===== src/rtl/playback_scheduler_if.sv =====
// Control and playback bus of the step-sequencer scheduler.
// The input interface drives Start/Stop/BPM/Loops/Pause; the scheduler returns play status and step timing.
interface playback_scheduler_if #(
    parameter int STEP_W = 4
);
    logic              Start;
    logic              Stop;
    logic [9:0]        BPM;
    logic [6:0]        Loops;
    logic              Pause;
    logic              play_en;
    logic              step_tick;
    logic [STEP_W-1:0] step_idx;
    logic [6:0]        loop_count;
    logic              done;

    // Level-based control with no valid/ready pairing:
    // - The master holds Start, Stop, BPM, Loops and Pause as levels.
    // - The slave samples them on every clock.
    // - Every slave output is a register.
    // - step_tick and done are single-cycle pulses.
    modport slave (
        input  Start, Stop, BPM, Loops, Pause,
        output play_en, step_tick, step_idx, loop_count, done
    );
    modport master (
        output Start, Stop, BPM, Loops, Pause,
        input  play_en, step_tick, step_idx, loop_count, done
    );
endinterface


===== src/rtl/playback_scheduler.sv =====
// Step-sequencer playback scheduler: phase-accumulator step tick, step index and loop counting.
// Optional macro PAUSE_EN adds a Pause freeze while running.
module playback_scheduler #(
    parameter int CLK_HZ         = 50000000,
    parameter int NUM_STEPS      = 16,
    parameter int STEPS_PER_BEAT = 4,
    parameter int ACC_W          = 32
) (
    input  logic                  CLOCK_50,
    input  logic                  nReset,
    playback_scheduler_if.slave   bus,
    output logic [1:0]            state_o
);
    localparam int STEP_W = $clog2(NUM_STEPS);
    // CLK_HZ*60 exceeds 32-bit signed range at 50 MHz, so compute it in 64 bits.
    localparam logic [ACC_W-1:0]  THRESH   = ACC_W'(64'(CLK_HZ) * 64'd60);
    localparam logic [STEP_W-1:0] LAST_IDX = STEP_W'(NUM_STEPS - 1);

    typedef enum logic [1:0] {
        S_IDLE = 2'd0,
        S_RUN  = 2'd1,
        S_DONE = 2'd2
    } state_t;

    state_t             state_q, state_d;
    logic [ACC_W-1:0]   acc_q, acc_d;
    logic [ACC_W-1:0]   inc_q, inc_d;
    logic [6:0]         loops_q, loops_d;
    logic [STEP_W-1:0]  idx_q, idx_d;
    logic [6:0]         lc_q, lc_d;
    logic               play_en_q, play_en_d;
    logic               tick_q, tick_d;
    logic               done_q, done_d;
    logic               start_q;
    logic               start_edge;
    logic [ACC_W-1:0]   sum;
    logic               step_evt;
    logic               pause_act;

`ifdef PAUSE_EN
    assign pause_act = bus.Pause;
`else
    logic unused_pause;
    assign unused_pause = bus.Pause;
    assign pause_act    = 1'b0;
`endif

    assign start_edge = bus.Start & ~start_q;
    assign sum        = acc_q + inc_q;
    assign step_evt   = (sum >= THRESH);

    always_comb begin
        state_d   = state_q;
        acc_d     = acc_q;
        inc_d     = inc_q;
        loops_d   = loops_q;
        idx_d     = idx_q;
        lc_d      = lc_q;
        play_en_d = play_en_q;
        tick_d    = 1'b0;
        done_d    = 1'b0;
        case (state_q)
            S_IDLE: begin
                play_en_d = 1'b0;
                if (start_edge && (bus.BPM != 10'd0) && !bus.Stop) begin
                    inc_d     = ACC_W'(bus.BPM) * ACC_W'(STEPS_PER_BEAT);
                    loops_d   = bus.Loops;
                    state_d   = S_RUN;
                    play_en_d = 1'b1;
                    tick_d    = 1'b1;
                    idx_d     = '0;
                    lc_d      = '0;
                    acc_d     = '0;
                end
            end
            S_RUN: begin
                if (bus.Stop) begin
                    state_d   = S_IDLE;
                    play_en_d = 1'b0;
                    idx_d     = '0;
                    acc_d     = '0;
                end else if (!pause_act) begin
                    // Carry the residual past THRESH so the average rate is exact.
                    if (step_evt) begin
                        acc_d = sum - THRESH;
                        if (idx_q != LAST_IDX) begin
                            idx_d  = idx_q + 1'b1;
                            tick_d = 1'b1;
                        end else if ((loops_q != 7'd0) && ((lc_q + 7'd1) == loops_q)) begin
                            state_d   = S_DONE;
                            play_en_d = 1'b0;
                            done_d    = 1'b1;
                            idx_d     = '0;
                            acc_d     = '0;
                        end else begin
                            lc_d   = lc_q + 7'd1;
                            idx_d  = '0;
                            tick_d = 1'b1;
                        end
                    end else begin
                        acc_d = sum;
                    end
                end
            end
            S_DONE: begin
                state_d   = S_IDLE;
                play_en_d = 1'b0;
            end
            default: begin
                state_d   = S_IDLE;
                play_en_d = 1'b0;
            end
        endcase
    end

    always_ff @(posedge CLOCK_50 or negedge nReset) begin
        if (!nReset) begin
            state_q   <= S_IDLE;
            acc_q     <= '0;
            inc_q     <= '0;
            loops_q   <= '0;
            idx_q     <= '0;
            lc_q      <= '0;
            play_en_q <= 1'b0;
            tick_q    <= 1'b0;
            done_q    <= 1'b0;
            start_q   <= 1'b0;
        end else begin
            state_q   <= state_d;
            acc_q     <= acc_d;
            inc_q     <= inc_d;
            loops_q   <= loops_d;
            idx_q     <= idx_d;
            lc_q      <= lc_d;
            play_en_q <= play_en_d;
            tick_q    <= tick_d;
            done_q    <= done_d;
            start_q   <= bus.Start;
        end
    end

    assign bus.play_en    = play_en_q;
    assign bus.step_tick  = tick_q;
    assign bus.step_idx   = idx_q;
    assign bus.loop_count = lc_q;
    assign bus.done       = done_q;
    assign state_o        = state_q;
endmodule

===== src/flat_wrapper.sv =====
// flat-port wrapper written by rule: the top's interface ports become plain ports
module playback_scheduler_flat 
#(
    parameter int CLK_HZ         = 50000000,
    parameter int NUM_STEPS      = 16,
    parameter int STEPS_PER_BEAT = 4,
    parameter int ACC_W          = 32
)
  (CLOCK_50, nReset, state_o, bus_Start, bus_Stop, bus_BPM, bus_Loops, bus_Pause, bus_play_en, bus_step_tick, bus_step_idx, bus_loop_count, bus_done);
  playback_scheduler_if bus_i ();
  input  logic CLOCK_50;
  input  logic nReset;
  output logic [1:0] state_o;
  input wire logic [$bits(bus_i.Start)-1:0] bus_Start;
  input wire logic [$bits(bus_i.Stop)-1:0] bus_Stop;
  input wire logic [$bits(bus_i.BPM)-1:0] bus_BPM;
  input wire logic [$bits(bus_i.Loops)-1:0] bus_Loops;
  input wire logic [$bits(bus_i.Pause)-1:0] bus_Pause;
  output wire logic [$bits(bus_i.play_en)-1:0] bus_play_en;
  output wire logic [$bits(bus_i.step_tick)-1:0] bus_step_tick;
  output wire logic [$bits(bus_i.step_idx)-1:0] bus_step_idx;
  output wire logic [$bits(bus_i.loop_count)-1:0] bus_loop_count;
  output wire logic [$bits(bus_i.done)-1:0] bus_done;
  assign bus_i.Start = bus_Start;
  assign bus_i.Stop = bus_Stop;
  assign bus_i.BPM = bus_BPM;
  assign bus_i.Loops = bus_Loops;
  assign bus_i.Pause = bus_Pause;
  assign bus_play_en = bus_i.play_en;
  assign bus_step_tick = bus_i.step_tick;
  assign bus_step_idx = bus_i.step_idx;
  assign bus_loop_count = bus_i.loop_count;
  assign bus_done = bus_i.done;
  playback_scheduler #(.CLK_HZ(CLK_HZ), .NUM_STEPS(NUM_STEPS), .STEPS_PER_BEAT(STEPS_PER_BEAT), .ACC_W(ACC_W)) u_core (.CLOCK_50(CLOCK_50), .nReset(nReset), .bus(bus_i), .state_o(state_o));
endmodule

===== config.mk =====
export PLATFORM = sky130hd
export DESIGN_NAME = playback_scheduler_flat
export DESIGN_NICKNAME = d
export VERILOG_FILES = /design/src/rtl/playback_scheduler_if.sv /design/src/rtl/playback_scheduler.sv /design/src/flat_wrapper.sv
export SDC_FILE = /design/constraint.sdc
export NUM_CORES = 1
export LEC_CHECK = 0
export ABC_AREA = 0
export CORE_ASPECT_RATIO = 1.5
export CORE_MARGIN = 5
export CORE_UTILIZATION = 55
export DETAILED_ROUTE_END_ITERATION = 7
export PLACE_DENSITY = 0.78
export SLEW_MARGIN = 20
export SYNTH_ARGS = -nofsm -noshare
export SYNTH_HDL_FRONTEND = slang
export SYNTH_SLANG_ARGS = --single-unit

===== constraint.sdc =====
create_clock -name CLOCK_50 -period 4.6 [get_ports CLOCK_50]
set_input_delay 0.46 -clock CLOCK_50 [delete_from_list [all_inputs] [get_ports CLOCK_50]]
set_output_delay 0.46 -clock CLOCK_50 [all_outputs]
set_load 0.02 [all_outputs]

==> results by group, run 1 <==
Status
  – Status: completed

Timing
  – Min Hold Slack: 0.298 ns
  – Slew HR: 0.459
  – Final hold violations: 0
  – Unrepaired setup endpoints after global routing: false
  – Clk_skew: 0.00624 ns
  – Post-Route Setup TNS: 0 ns
  – Fmax: 235 MHz
  – Final slew viol count: 0
  – Fin crit share: 0.923
  – Worst slew pin tran: 0.806 ns
  – Setup Viol. Count Final: 0
  – Crit path time final: 4.25 ns

CTS
  – Clock latency on the worst-skew pair: 0.33 ns
  – Total CTS buffers: 9
  – Root buffer cell: clkbuf_16
  – Worst-path clk slew: 0.05 ns
  – Count of clock tree sinks: 64
  – H-tree depth: 3
  – CTS tree: built
  – CTS max path bufs: 2

Logic synthesis
  – Mux share of post-synthesis cell area: 0.0466
  – Register area share after synthesis: 0.353
  – EDFF count, synth: 0
  – Cells after Synth: 498
  – Largest family of logic cells by synthesized area: compound AO/OA/AOI/OAI gates
  – Net Count, Synth: 534
  – Post-synth top flop: dfrtp_1
  – Synth Area in Adders: 0.0403
  – Synthesized-area fraction occupied by xor and xnor cells: 0.0714
  – Post-synthesis area per instance: 9.11 um2
  – Synth Warn #: 0
  – Synthesis-stage register bit count: 64
  – Synth Area in Compound Gates: 0.256
  – Post-Synth Simple-Gate Area: 0.202
  – Synthesized area: 4540 um2
  – Synth async-reset ratio: 1.00
  – Cell variety after synth: 69

Power and ir drop
  – Peak VDD IR: 0.385 mV
  – P_leak: 2.15 nW
  – Pwr dens: 445 nW/um2
  – Final Total Pwr: 2.38 mW

Placement
  – Routability Congestion: 1.03
  – HPWL after detailed placement: 8710 um
  – Placed Cells: 635
  – IO Port Bufs: 36

Floorplan
  – Die outline width: 84.2 um
  – Die Footprint: 10200 um2
  – Core area: 8060 um2
  – Die height: 121 um
  – Initial core utilization: 0.563
  – I/O pins: 38
  – Cell Rows: 40

Hold path
  – Worst hold path class: in -> async

Routing
  – DR vias: 4294
  – DRC viols: 0
  – First-pass iteration count of the detailed router: 7
  – DR WL/cell: 18.8 um
  – Overall routed net length: 12200 um
  – Detail Route Antenna Nets: 0
  – Via density: 6.60
  – DRT iter0 DRCs: 325

Setup path
  – Setup CP Type: reg -> reg
  – Kind of start point of the critical path: flip-flop
  – Worst setup EP type: flip-flop
  – Max FO, Critical Path: 15
  – Worst Path Required: 4.85 ns
  – Worst EP arrival: 4.50 ns

Final layout
  – Fillers: 645
  – Most frequent cells in the layout: dfrtp_1, nand2_1, nor2_1, clkdlybuf4s50_1, o21ai_0
  – P&R area growth vs syn: 18.0%
  – Fin nets: 578
  – Most common cell after layout, fill and taps aside: dfrtp_1
  – Layout cell share with drive strength beyond 1: 0.121
  – Inserted Diodes: 0
  – Non-filler instance count after layout: 651

GRT
  – First-pass GRT wire length: 20600 um
  – Antenna violations before repair: 0
  – GRT overflow: 0
  – Vias in the first global route: 4411
  – GRT Total Usage: 0.249
  – Largest net degree at the start of global routing: 65

Run
  – Number of max-cap violations: 0
## worst paths after layout
check                                   startpoint            endpoint  slack, ns  depth (start not counted)
max in group asynchronous                   nReset    u_core.acc_q[12]       3.77                          2
worst max register to register     u_core.inc_q[2]    u_core.acc_q[15]       0.35                         15
worst min register to register  u_core.bus.play_en  u_core.bus.play_en       0.49                          1
min in group CLOCK_50           u_core.bus.play_en  u_core.bus.play_en       0.49                          1
worst min-delay path                        nReset   u_core.loops_q[5]       0.30                          2
worst max-delay path               u_core.inc_q[2]    u_core.acc_q[15]       0.35                         15
## per-layer routing
layer,part of all wire,global-route usage,up-vias
met5,0,0,-
met1,0.39,0.276,2100
met2,0.52,0.442,167
met4,0.040,0.147,0
li1,-,-,1978
met3,0.051,0.0448,49
## cells by family after synthesis
| family | Yosys count |
|---|---|
| fa+ha+maj | 14 |
| simple gates | 181 |
| flops | 64 |
| mux | 19 |
| buf+inv | 30 |
| xor+xnor | 37 |
| compound gates | 153 |
## where the power goes
part	leakage, nW	switching (mW)	internal [mW]
clock	0.149	0.242	0.469
sequential	0.842	0.0849	0.650
combinational	1.16	0.551	0.385
## worst max-delay path: stages (launching register included)
cell	delay [ns]
dfrtp_1	0.35
ha_1	0.22
inv_1	0.07
fa_1	0.37
nand2b_1	0.22
a21oi_2	0.29
o211ai_1	0.23
a21o_1	0.24
a2111oi_2	0.43
o2111ai_1	0.33
o2111ai_2	0.37
a21oi_4	0.18
buf_4	0.26
a221oi_1	0.34
nand2_1	0.10
a31oi_1	0.17
## timing repair
item                                    in CTS  in global routing
hold buffers                                 0                  0
buffers inserted                             0                  1
resized for setup                            0                  3
endpoints found under the setup margin       0                 28
## synth_stat cells (4+ instances only)
library cell,count,share of area
or3_1,4,0.0055
nand3_1,18,0.020
o21ai_0,24,0.026
ha_1,13,0.036
a31oi_1,6,0.0083
clkbuf_1,8,0.0066
dfrtp_1,64,0.35
a211oi_1,11,0.018
nand2b_1,10,0.014
nor2_1,37,0.031
xnor2_1,22,0.042
a211o_1,8,0.015
o2111ai_1,4,0.0077
xor2_1,15,0.029
o31ai_1,7,0.012
nand2_1,44,0.036
a22o_1,14,0.027
a211oi_2,4,0.011
and4_1,4,0.0077
o31a_1,4,0.0077
nor3_1,14,0.015
a21oi_1,19,0.021
o21ai_1,5,0.0055
mux2_2,17,0.042
nand4_1,10,0.014
a21o_1,7,0.012
o21a_1,4,0.0066
and3_1,6,0.0083
inv_1,12,0.0099
nor4_1,9,0.012
and2_1,6,0.0083
buf_2,6,0.0066
## stage by stage
step                utilization  area [um2]  setup slack, ns
floorplan                     -        4540            0.975
global placement          0.625        5040            0.311
detailed placement        0.625        5040            0.241
CTS                       0.663        5340            0.224
global route              0.665        5360           0.0380
finish                    0.665        5360            0.353
## registers in the layout (all words and copies together), names as in the netlist
register and cells:
u_core.acc_q 30, u_core.inc_q 10, u_core.bus.loop_count 7, u_core.loops_q 7, u_core.bus.step_idx 4, u_core.state_o 2, u_core.bus.done 1, u_core.bus.play_en 1
u_core.bus.step_tick 1, u_core.start_q 1
## area by class of cell
cell class                 instances  area [um2]  area share
timing repair buffer              50         460      0.0860
clock buffer                      11         233      0.0435
inverter                          13        48.8     0.00911
sequential                        64        1600       0.299
clock inverter                     4        70.1      0.0131
tap                              105         131      0.0245
multi-input combinational        404        2810       0.525
Power figures use the tool's default switching activity.
==> inputs of run 2 (changes only) <==
==> constraint.sdc (replaced) <==
create_clock -name CLOCK_50 -period 4.56 [get_ports CLOCK_50]
set_input_delay 0.456 -clock CLOCK_50 [delete_from_list [all_inputs] [get_ports CLOCK_50]]
set_output_delay 0.456 -clock CLOCK_50 [all_outputs]
set_load 0.02 [all_outputs]
==> run 2 against run 1 <==
Fmax fell by 1.1%. Combinational power up 0.7%. Wire length is 1.2% lower. Hold slack got worse by 0.0084 ns. Highest routed layer unchanged.
==> results by group, run 2 (same netlist as run 1, synthesis figures left out) <==
Timing
  – Post-Route Setup TNS: 0 ns
  – Final hold violations: 0
  – Slew HR: 0.453
  – Setup Viol. Count Final: 0
  – Fmax: 233 MHz
  – Unrepaired setup endpoints after global routing: false
  – Crit path time final: 4.29 ns
  – Clk_skew: 0.00386 ns
  – Worst slew pin tran: 0.821 ns
  – Final slew viol count: 0
  – Fin crit share: 0.942

Routing
  – DRC viols: 0
  – Detail Route Antenna Nets: 0
  – Via density: 6.48
  – DRT iter0 DRCs: 448
  – DR vias: 4244
  – First-pass iteration count of the detailed router: 5
  – Overall routed net length: 12100 um
  – DR WL/cell: 18.5 um

Power and ir drop
  – Pwr dens: 429 nW/um2
  – Combinational group share of total power: 0.412
  – Internal Pwr Total: 1.41 mW
  – P_sw: 0.882 mW
  – P_leak: 2.14 nW
  – Reg power frac: 0.323
  – Peak VDD IR: 0.301 mV
  – Clock network power share: 0.265
  – Sw frac: 0.385

Floorplan
  – Die outline width: 84.2 um
  – Cell Rows: 40
  – Die Footprint: 10200 um2
  – Initial core utilization: 0.563
  – Core area: 8060 um2
  – I/O pins: 38
  – Die height: 121 um

GRT
  – Antenna violations before repair: 0
  – Largest net degree at the start of global routing: 65
  – First-pass GRT wire length: 20200 um
  – Vias in the first global route: 4297
  – GRT overflow: 0
  – GRT Total Usage: 0.246

Setup path
  – Slowest cell delay on critical path: 0.45 ns
  – Slowest stage cell, crit path: a211oi_1
  – FF-to-FF End: u_core.acc_q[23]
  – Worst setup startpoint: u_core.acc_q[2]
  – Worst EP arrival: 4.52 ns
  – Cells along the critical path: ha_1 > inv_1 > fa_1 > nand2b_1 > a21oi_2 > o21ai_1 > a211oi_1 > xor2_2 > and4b_1 > o2111ai_2 > a21oi_4 > and2_1 > mux2_2 > nor3_1
  – Worst R2R Path Depth: 14
  – Worst reg-to-reg setup slack: 0.27 ns
  – Kind of start point of the critical path: flip-flop
  – Worst Path Required: 4.79 ns
  – R2R Path Start: u_core.acc_q[2]
  – Worst setup EP type: flip-flop
  – Max FO, Critical Path: 11
  – Setup CP Type: reg -> reg
  – Worst Setup EP: u_core.acc_q[23]

Final layout
  – Fillers: 643
  – P&R area growth vs syn: 17.7%
  – Fin nets: 582
  – Regs by FF count: u_core.acc_q: 30 flops, u_core.inc_q: 10 flops
  – Most common cell after layout, fill and taps aside: dfrtp_1
  – Final Cell Area: 5340 um2
  – Most flops, register: u_core.acc_q
  – Largest register FFs: 30
  – Inserted Diodes: 0
  – Final core utilization: 0.663
  – Most frequent cells in the layout: dfrtp_1, nand2_1, nor2_1, clkdlybuf4s50_1, o21ai_0
  – Layout cell share with drive strength beyond 1: 0.127

CTS
  – CTS max path bufs: 2
  – Count of clock tree sinks: 64
  – Root buffer cell: clkbuf_16
  – Worst-path clk slew: 0.05 ns
  – H-tree depth: 3
  – Total CTS buffers: 9
  – CTS tree: built
  – Clock latency on the worst-skew pair: 0.33 ns
  – Cts-stage hold buffer count: 0

Placement
  – Placed Area: 5050 um2
  – HPWL after detailed placement: 8780 um
  – Routability Congestion: 1.03
  – IO Port Bufs: 36

Run
  – Number of max-cap violations: 0

Status
  – Status: completed

Hold path
  – Worst hold path class: in -> async
-- run 2: cell types whose count changed in the layout (fill, tap and decap cells not counted) --
cell / previous run / this run
buf_4: 14 / 18
bufinv_16: 2 / 0
clkinv_2: 2 / 3
clkinvlp_4: 0 / 1
o21ai_1: 5 / 6
o21ai_2: 2 / 1
xor2_1: 15 / 14
xor2_2: 0 / 1
-- run 2: layer usage --
metal,wire length [um],share of wire,vias up,GRT usage
met2,6300,0.52,178,0.439
met4,434,0.036,0,0.122
li1,-,-,1995,-
met1,4730,0.39,2028,0.282
met5,0,0,-,0
met3,621,0.051,43,0.0387
-- run 2: power groups by stage --
stage	Combinational [mW]	Clock (mW)	Sequential, mW
after floorplan	0.687	0	0.732
after global placement	0.890	0	0.742
after detailed placement	0.919	0	0.748
after CTS	0.932	0.611	0.739
after global routing	1.04	0.636	0.749
final	0.944	0.606	0.740
-- run 2: how the worst min path moves through the flow --
stage | from | end | slack, ns | cells past startpoint
5_1_grt | nReset | u_core.bus.loop_count[4] | 0.39 | 2
3_3_place_gp | u_core.bus.play_en | u_core.bus.play_en | 0.47 | 1
3_5_place_dp | u_core.bus.play_en | u_core.bus.play_en | 0.49 | 1
6_report | nReset | u_core.bus.loop_count[4] | 0.29 | 2
4_1_cts | nReset | u_core.bus.loop_count[0] | 0.34 | 2
2_1_floorplan | nReset | u_core.acc_q[10] | 0.16 | 0
-- run 2: cell type report --
| class | instances | area, um2 | share of cell area |
|---|---|---|---|
| Multi-Input combinational cell | 404 | 2810 | 0.527 |
| Sequential cell | 64 | 1600 | 0.300 |
| Timing Repair Buffer | 54 | 490 | 0.0918 |
| Clock buffer | 11 | 233 | 0.0436 |
| Tap cell | 105 | 131 | 0.0246 |
| Inverter | 13 | 48.8 | 0.00914 |
| Clock inverter | 4 | 22.5 | 0.00422 |
-- run 2: timing repair --
item                                    CTS  global route
endpoints found under the setup margin    0            19
buffers inserted                          0             3
resized for setup                         0             3
-- run 2: critical path: cells and delay by family, from the launching register on --
kind,cells,cell delay (ns)
DFF,1,0.36
AOI/OAI and AO/OA,5,1.56
adders and majority gates,2,0.60
muxes,1,0.36
xor gates and xnor gates,1,0.22
and+or+nand+nor,4,1.02
buffers and inverters,1,0.08
-- run 2: stage by stage --
step | instances | hold WS, ns | power, mW | setup WS (ns)
6_report | 655 | 0.290 | 2.29 | 0.267
4_1_cts | 652 | 0.339 | 2.28 | 0.203
3_3_place_gp | 637 | 0.467 | 1.63 | 0.368
5_1_grt | 655 | 0.388 | 2.43 | 0.0438
2_1_floorplan | 498 | 0.160 | 1.42 | 0.935
3_5_place_dp | 637 | 0.489 | 1.67 | 0.292
==> inputs of run 3 (changes only) <==
--- a/config.mk
+++ b/config.mk
@@ -6,11 +6,13 @@
 export NUM_CORES = 1
 export LEC_CHECK = 0
 export ABC_AREA = 0
+export CELL_PAD_IN_SITES_DETAIL_PLACEMENT = 1
+export CELL_PAD_IN_SITES_GLOBAL_PLACEMENT = 1
 export CORE_ASPECT_RATIO = 1.5
 export CORE_MARGIN = 5
-export CORE_UTILIZATION = 55
+export CORE_UTILIZATION = 45
 export DETAILED_ROUTE_END_ITERATION = 7
-export PLACE_DENSITY = 0.78
+export PLACE_DENSITY = 0.82
 export SLEW_MARGIN = 20
 export SYNTH_ARGS = -nofsm -noshare
 export SYNTH_HDL_FRONTEND = slang
==> run 3 against run 2 <==
Utilization decreased by 12 points. Largest cell class unchanged. Global-route usage decreased by 0.49 points. Critical path type unchanged. Non-clock buffer count increased by 4.
==> results by group, run 3 (same netlist as run 1, synthesis figures left out) <==
Routing
  – Via density: 6.46
  – Detail Route Antenna Nets: 0
  – DR vias: 4337
  – DRT iter0 DRCs: 196
  – DRC viols: 0
  – First-pass iteration count of the detailed router: 4
  – Overall routed net length: 14400 um
  – DR WL/cell: 21.4 um

Power and ir drop
  – Final Total Pwr: 2.47 mW
  – Peak VDD IR: 0.161 mV
  – Pwr dens: 452 nW/um2
  – P_leak: 2.19 nW

Placement
  – Placed Cells: 656
  – HPWL after detailed placement: 10300 um
  – IO Port Bufs: 36
  – Routability Congestion: 0.872
  – Dpl ws: 0.157 ns
  – Placed Area: 5120 um2

Setup path
  – R2R Path Start: u_core.inc_q[2]
  – Worst setup EP type: flip-flop
  – Slowest cell delay on critical path: 0.51 ns
  – Worst R2R Path Depth: 16
  – Worst EP arrival: 4.58 ns
  – Max FO, Critical Path: 13
  – Slowest stage cell, crit path: a2111oi_2
  – Setup CP Type: reg -> reg
  – Worst reg-to-reg setup slack: 0.24 ns
  – FF-to-FF End: u_core.acc_q[18]
  – Kind of start point of the critical path: flip-flop
  – Cells along the critical path: ha_1 > inv_1 > fa_1 > nand2b_1 > a21oi_2 > o211ai_1 > a21o_1 > a2111oi_2 > o2111ai_2 > o2111ai_2 > buf_4 > a211oi_2 > nor2_2 > buf_4 > nand2_1 > a31oi_1
  – Worst Path Required: 4.81 ns

Floorplan
  – Initial core utilization: 0.453
  – Die Footprint: 12200 um2
  – I/O pins: 38
  – Cell Rows: 45
  – Die outline width: 92.0 um
  – Core area: 10000 um2
  – Die height: 133 um

CTS
  – Clock latency on the worst-skew pair: 0.33 ns
  – Count of clock tree sinks: 64
  – CTS max path bufs: 2
  – CTS tree: built
  – Total CTS buffers: 9
  – Cts-stage hold buffer count: 0
  – Post-CTS Resized: 0
  – H-tree depth: 3
  – Worst-path clk slew: 0.06 ns
  – Root buffer cell: clkbuf_16
  – Post-CTS setup repair buffer count: 0

Final layout
  – Fin nets: 586
  – Layout cell share with drive strength beyond 1: 0.143
  – Largest register FFs: 30
  – Final Cell Area: 5470 um2
  – P&R area growth vs syn: 20.5%
  – Non-filler instance count after layout: 671
  – Footprint of the multi-input gates: 2830 um2
  – Register Area: 1600 um2
  – Inserted Diodes: 0
  – Regs by FF count: u_core.acc_q: 30 flops, u_core.inc_q: 10 flops
  – Most frequent cells in the layout: dfrtp_1, nand2_1, nor2_1, clkdlybuf4s50_1, o21ai_0
  – Final core utilization: 0.545
  – Most common cell after layout, fill and taps aside: dfrtp_1
  – Most flops, register: u_core.acc_q
  – Fillers: 1158

Timing
  – Worst slew pin tran: 0.848 ns
  – Fmax: 231 MHz
  – Clk_skew: 0.00913 ns
  – Setup Viol. Count Final: 0
  – Final hold violations: 0
  – Min Hold Slack: 0.314 ns
  – Crit path time final: 4.32 ns
  – Post-Route Setup TNS: 0 ns
  – Slew HR: 0.434
  – Fin crit share: 0.948
  – Smallest setup slack after layout: 0.235 ns
  – Final slew viol count: 0

GRT
  – GRT Total Usage: 0.241
  – Largest net degree at the start of global routing: 65
  – First-pass GRT wire length: 23700 um
  – Vias in the first global route: 4764
  – GRT overflow: 0
  – Antenna violations before repair: 0

Run
  – Number of max-cap violations: 0

Status
  – Status: completed

Hold path
  – Worst hold path class: in -> async
run 3: where the power goes:
part | leakage (nW) | internal, mW | switching (mW)
Clock | 0.159 | 0.504 | 0.248
Sequential | 0.842 | 0.656 | 0.0887
Combinational | 1.19 | 0.395 | 0.579
Total | 2.19 | 1.56 | 0.916
run 3: final cells by class:
type,count,area share
multi-input combinational,404,0.517
tap,117,0.0268
timing repair buffer,58,0.0952
sequential,64,0.293
clock inverter,3,0.0119
inverter,13,0.00893
clock buffer,12,0.0469
run 3: routing by layer:
metal	wire length, um	GRT usage	vias up	part of all wire
li1	-	-	1992	-
met1	5590	0.261	2204	0.39
met2	7770	0.439	101	0.54
met3	500	0.0484	40	0.035
met4	510	0.120	0	0.035
met5	0	0	-	0
run 3: worst max-delay path by stage:
stage / slack, ns / cells past startpoint / to / startpoint
floorplan: 0.93 / 15 / u_core.acc_q[24] / u_core.inc_q[2]
global placement: 0.31 / 13 / u_core.acc_q[23] / u_core.acc_q[11]
detailed placement: 0.16 / 14 / u_core.acc_q[11] / u_core.acc_q[11]
CTS: 0.07 / 14 / u_core.acc_q[23] / u_core.acc_q[11]
global route: -0.03 / 16 / u_core.acc_q[30] / u_core.acc_q[2]
finish: 0.24 / 16 / u_core.acc_q[18] / u_core.inc_q[2]
run 3: critical path: cells and delay by family (launching register included):
family | cells | cell delay, ns
flops | 1 | 0.35
fa+ha+maj | 2 | 0.60
buf+inv | 3 | 0.54
simple gates | 3 | 0.52
compound gates | 8 | 2.23
